===== config.mk =====
export PLATFORM = sky130hd
export DESIGN_NAME = ldpc_frame_io_ctrl
export DESIGN_NICKNAME = d
export VERILOG_FILES = /design/src/rtl/ldpc_frame_io_ctrl.sv
export SDC_FILE = /design/constraint.sdc
export NUM_CORES = 1
export LEC_CHECK = 0
export BUFFER_PORTS_ARGS = -buffer_cell sky130_fd_sc_hd__buf_2
export CAP_MARGIN = 5
export CORE_AREA = 2 2 100 102
export CTS_BUF_LIST = sky130_fd_sc_hd__clkbuf_4 sky130_fd_sc_hd__clkbuf_8
export DETAILED_ROUTE_END_ITERATION = 8
export DIE_AREA = 0 0 102 104
export PLACE_DENSITY = 0.69
export SYNTH_ARGS = -nofsm -noshare
export SYNTH_HDL_FRONTEND = slang
export SYNTH_SLANG_ARGS = --single-unit

===== constraint.sdc =====
create_clock -name clk -period 2.3 [get_ports clk]
set_input_delay 0.115 -clock clk [delete_from_list [all_inputs] [get_ports clk]]
set_output_delay 0.115 -clock clk [all_outputs]
set_load 0.03 [all_outputs]

===== src/rtl/ldpc_frame_io_ctrl.sv =====
// Host-side frame controller for the LDPC decoder: streams intrinsics into the PE array,
// waits for the decoder frame id to toggle, then reads hard decisions out per address.
module ldpc_frame_io_ctrl #(
  parameter int unsigned L             = 32,
  parameter int unsigned K             = 6,
  parameter int unsigned ADDR_WIDTH    = 5,
  parameter int unsigned MESSAGE_WIDTH = 5
) (
  input  logic                     clk,
  input  logic                     rst,
  input  logic                     in_valid,
  input  logic [MESSAGE_WIDTH-1:0] in_data,
  output logic                     in_ready,
  output logic                     en,
  output logic [K*K-1:0]           pe_select,
  output logic [MESSAGE_WIDTH-1:0] int_in,
  output logic [ADDR_WIDTH-1:0]    load_add_in,
  input  logic                     f_id,
  output logic [ADDR_WIDTH-1:0]    read_add_in,
  output logic [K-1:0]             column_select,
  input  logic [K*K-1:0]           dec_out_fin,
  output logic                     out_valid,
  output logic [K*K-1:0]           out_data,
  input  logic                     out_ready,
  output logic                     frame_done
);

  localparam int unsigned NumPe = K * K;
  localparam int unsigned PeW   = (NumPe > 1) ? $clog2(NumPe) : 1;
  localparam int unsigned ColW  = (K > 1) ? $clog2(K) : 1;

  typedef enum logic [2:0] {
    StLoad,
    StDecode,
    StRdCol,
    StRdCap,
    StOutWait
  } state_e;

  state_e state_q, state_d;

  // Load index n is kept split as (pe, row) = (n / L, n % L), avoiding any divider.
  logic [ADDR_WIDTH-1:0]    load_row_q, load_row_d;
  logic [PeW-1:0]           load_pe_q, load_pe_d;
  logic [ADDR_WIDTH-1:0]    rd_addr_q, rd_addr_d;
  logic [ColW-1:0]          col_q, col_d;
  logic                     f_ref_q, f_ref_d;
  logic                     en_q, en_d;
  logic [NumPe-1:0]         pe_sel_q, pe_sel_d;
  logic [MESSAGE_WIDTH-1:0] int_q, int_d;
  logic [ADDR_WIDTH-1:0]    load_add_q, load_add_d;
  logic                     out_valid_q, out_valid_d;
  logic [NumPe-1:0]         out_data_q, out_data_d;
  logic                     frame_done_q, frame_done_d;

  logic in_hs;
  logic out_hs;
  logic load_last;

  assign in_ready  = (state_q == StLoad) && !rst;
  assign in_hs     = in_valid && in_ready;
  assign out_hs    = out_valid_q && out_ready;
  assign load_last = (load_pe_q == PeW'(NumPe - 1)) && (load_row_q == ADDR_WIDTH'(L - 1));

  always_comb begin
    state_d      = state_q;
    load_row_d   = load_row_q;
    load_pe_d    = load_pe_q;
    rd_addr_d    = rd_addr_q;
    col_d        = col_q;
    f_ref_d      = f_ref_q;
    en_d         = en_q;
    pe_sel_d     = '0;
    int_d        = int_q;
    load_add_d   = load_add_q;
    out_valid_d  = out_valid_q;
    out_data_d   = out_data_q;
    frame_done_d = 1'b0;

    unique case (state_q)
      StLoad: begin
        if (in_hs) begin
          pe_sel_d   = NumPe'(1) << load_pe_q;
          load_add_d = load_row_q;
          int_d      = in_data;
          en_d       = 1'b1;
          if (load_last) begin
            load_row_d = '0;
            load_pe_d  = '0;
            f_ref_d    = f_id;
            state_d    = StDecode;
          end else if (load_row_q == ADDR_WIDTH'(L - 1)) begin
            load_row_d = '0;
            load_pe_d  = load_pe_q + PeW'(1);
          end else begin
            load_row_d = load_row_q + ADDR_WIDTH'(1);
          end
        end
      end

      StDecode: begin
        if (f_id != f_ref_q) begin
          en_d      = 1'b0;
          rd_addr_d = '0;
          col_d     = '0;
          state_d   = StRdCol;
        end
      end

      StRdCol: begin
        if (col_q == ColW'(K - 1)) begin
          col_d   = '0;
          state_d = StRdCap;
        end else begin
          col_d = col_q + ColW'(1);
        end
      end

      StRdCap: begin
        // Decoder output settles one cycle after the last column strobe.
        out_data_d  = dec_out_fin;
        out_valid_d = 1'b1;
        state_d     = StOutWait;
      end

      StOutWait: begin
        if (out_hs) begin
          out_valid_d = 1'b0;
          col_d       = '0;
          if (rd_addr_q < ADDR_WIDTH'(L - 1)) begin
            rd_addr_d = rd_addr_q + ADDR_WIDTH'(1);
            state_d   = StRdCol;
          end else begin
            rd_addr_d    = '0;
            frame_done_d = 1'b1;
            state_d      = StLoad;
          end
        end
      end

      default: state_d = StLoad;
    endcase
  end

  always_ff @(posedge clk) begin
    if (rst) begin
      state_q      <= StLoad;
      load_row_q   <= '0;
      load_pe_q    <= '0;
      rd_addr_q    <= '0;
      col_q        <= '0;
      f_ref_q      <= 1'b0;
      en_q         <= 1'b0;
      pe_sel_q     <= '0;
      int_q        <= '0;
      load_add_q   <= '0;
      out_valid_q  <= 1'b0;
      out_data_q   <= '0;
      frame_done_q <= 1'b0;
    end else begin
      state_q      <= state_d;
      load_row_q   <= load_row_d;
      load_pe_q    <= load_pe_d;
      rd_addr_q    <= rd_addr_d;
      col_q        <= col_d;
      f_ref_q      <= f_ref_d;
      en_q         <= en_d;
      pe_sel_q     <= pe_sel_d;
      int_q        <= int_d;
      load_add_q   <= load_add_d;
      out_valid_q  <= out_valid_d;
      out_data_q   <= out_data_d;
      frame_done_q <= frame_done_d;
    end
  end

  assign en            = en_q;
  assign pe_select     = pe_sel_q;
  assign int_in        = int_q;
  assign load_add_in   = load_add_q;
  assign read_add_in   = rd_addr_q;
  assign column_select = (state_q == StRdCol) ? (K'(1) << col_q) : '0;
  assign out_valid     = out_valid_q;
  assign out_data      = out_data_q;
  assign frame_done    = frame_done_q;

endmodule


==> metrics.yaml <==
outcome:
  status: "finished, final reports clean"
detailed_routing:
  remaining_drc_errors: 0
  routed_wl_um: 9590
  dr.pass1.iters: 4
  vias: 3714
  vias_per_cell: 4.79
  ant_nets: 0
  drt_iter0_drc: 188
  routedWlPerCell_um: 12.4
power_and_ir_drop:
  switchingPower_uw: 725
  p_int_uw: 2480
  combPwrFrac: 0.061
  power_density_nw_per_um2: 595
  ir_drop_v: 0.000262
  power_frac_clock: 0.348
  leakage_uw: 0.00237
  finalPower_uw: 3210
  seq_power_share: 0.590
  switching_share: 0.226
yosys:
  ys_ff_latch: 108
  synth_area_leaders: "dfxtp_1 (54%), nand2_1 (11%), a21oi_1 (6.5%)"
  synth_edf_count: 0
  synth_top_area_frac: 0.543
  yosysTopAreaCell: "dfxtp_1"
  netlist_top_cells_count: "nand2_1 (116), dfxtp_1 (108), a21oi_1 (52), nor2_1 (51), clkbuf_1 (22)"
  ys.flop_type: "dfxtp_1"
  yosysMostFrequentCell: "nand2_1"
  avgSynthCellArea_um2: 8.56
  mappedNetlistArea_um2: 3980
  syn_inst: 465
  async_reset_ff_frac: 0
  synth.distinct_cells: 46
  yosys_warnings: 0
  synth.net_count: 521
  yosysSeqAreaShare: 0.543
final_layout:
  nNetsFinal: 694
  area_delta_synth_final_pct: 35.3
  area.sequential_um2: 2160
  antenna_cells: 0
  fillers: 870
  final_layout_size_suffix_gt1_frac: 0.265
  multi_input_comb_area_um2: 1670
sta:
  hold_viol: 0
  slew-limit-headroom: 0.504
  setup_viol: 0
  period_share: 0.894
  post-route-min-period_ps: 2060
  setup_tns_ps: 0
  drv_slew: 0
  tightest_slew_ps: 743
  rsz0062_at_grt: "false"
  finClkSkew_ps: 8.90
  fmax_mhz: 486
placement:
  portBuffers: 142
  hpwlAfterDp_um: 6340
  place_congestion: 0.802
grt:
  grt_pass1_vias: 3397
  grt_pass1_wl_um: 15300
  antenna_found_initial: 0
  grt_overflow_total: 0
  grt_usage: 0.177
  grt_max_degree: 77
cts:
  numCtsBuffers: 9
  htreeDepth: 3
  cts_tree: "done"
  clk_path_buf_depth: 2
  clk_latency_ps: 360
  cts_setup_buffers: 0
  clock_sinks: 108
  clk_pin_slew_ps: 90
  cts_root_buf: "clkbuf_8"
setup_path:
  startpoint_type: "flop"
  r2r-start: "state_q[2]"
  cp.required_ps: 2180
  worstPathArrival_ps: 1940
  crit_start: "state_q[1]"
  path_max_fanout: 10
  ff2ff_setup_slack_ps: 250
  cp-end-kind: "output port"
  worst-setup-path-type: "reg2out"
  rr_worst_depth: 4
die:
  start_util: 0.417
  dieWidth_um: 102
  rows: 36
  core_area_um2: 9550
  die_h_um: 104
  io_pins: 143
  die_area_um2: 10600
min_path:
  min_from: "f_id"
  min_path_cells: 3
  holdCritPathClass: "in2reg"
job:
  cap_violations: 0
==> flip-flops by register name, indices dropped and copies added, names as in the netlist <==
register     count
state_q          3
read_add_in      5
f_ref_q          1
load_pe_q        6
out_data        36
int_in           5
out_valid        1
frame_done       1
load_add_in      5
en               1
load_row_q       5
pe_select       36
col_q            3
==> cells in the final DEF, fill, tap and decap left out, types with 2 or more instances in the layout <==
| cell type | n |
|---|---|
| nand4_1 | 4 |
| dfxtp_1 | 108 |
| and3_1 | 2 |
| and2_1 | 3 |
| nor4_1 | 2 |
| clkinv_2 | 2 |
| nand3b_1 | 16 |
| xnor2_1 | 3 |
| a31oi_1 | 2 |
| or3b_2 | 2 |
| buf_2 | 142 |
| clkinv_4 | 4 |
| clkbuf_8 | 9 |
| nand3_1 | 10 |
| ha_1 | 10 |
| o21ai_0 | 6 |
| nor3_1 | 7 |
| buf_4 | 5 |
| nor3b_1 | 2 |
| nand2_1 | 116 |
| inv_1 | 8 |
| or3_1 | 4 |
| nor2_1 | 51 |
| and4b_1 | 2 |
| nor4b_1 | 2 |
| a21oi_1 | 52 |
| nand2b_1 | 5 |
| dlygate4sd3_1 | 41 |
==> repair_timing <==
| action | 4_1_cts | 5_1_grt |
|---|---|---|
| gates resized for setup | 0 | 1 |
| hold buffers | 41 | 0 |
| endpoints found under the hold margin | 41 | 0 |
| endpoints found under the setup margin | 0 | 4 |
==> through the flow <==
step	utilization	hold WS, ps	area (µm²)	cells	worst slack, ps
after floorplan	-	214	3980	465	417
after global placement	0.501	299	4780	719	416
after detailed placement	0.501	303	4780	719	346
after CTS	0.564	23.9	5380	775	49.8
after global routing	0.564	42.2	5390	775	109
final	0.564	38.4	5390	775	243
==> power groups by stage <==
| stage | logic, µW | clock network [µW] | registers [µW] |
|---|---|---|---|
| floorplan | 57.4 | 0 | 1960 |
| global placement | 141 | 0 | 1930 |
| detailed placement | 142 | 0 | 1940 |
| CTS | 197 | 1160 | 1890 |
| global route | 214 | 1220 | 1890 |
| finish | 197 | 1120 | 1890 |
==> path summary, 6_finish.rpt <==
kind	endpoint
worst max-delay path	column_select[1]
worst min-delay path	f_ref_q
worst max register to register	pe_select[13]
worst min register to register	out_data[29]
==> final cells by class <==
cell class,instances,share of cell area
clock buffer,9,0.0230
clock inverter,6,0.0123
inverter,9,0.00720
multi-input combinational,322,0.310
sequential,108,0.401
tap,133,0.0309
timing repair buffer,188,0.215
==> cells by family after synthesis <==
logic type | share of synthesized area
compound gates | 0.0981
xor+xnor | 0.00880
fa+ha+maj | 0.0314
buf+inv | 0.0387
flops | 0.543
mux | 0.00251
simple gates | 0.278
==> routing by layer <==
layer	part of all wire	GRT usage	vias to the layer above
met5	0	0	-
li1	-	-	1890
met4	0.030	0.0905	0
met2	0.48	0.299	119
met1	0.44	0.211	1682
met3	0.052	0.0323	23
==> critical path, cell delays in order, from the launching register on <==
cell and delay [ps]:
dfxtp_1 490, nor3b_2 390, nand2_1 120, or3_1 340, inv_1 60, buf_2 180
Power figures use the tool's default switching activity.
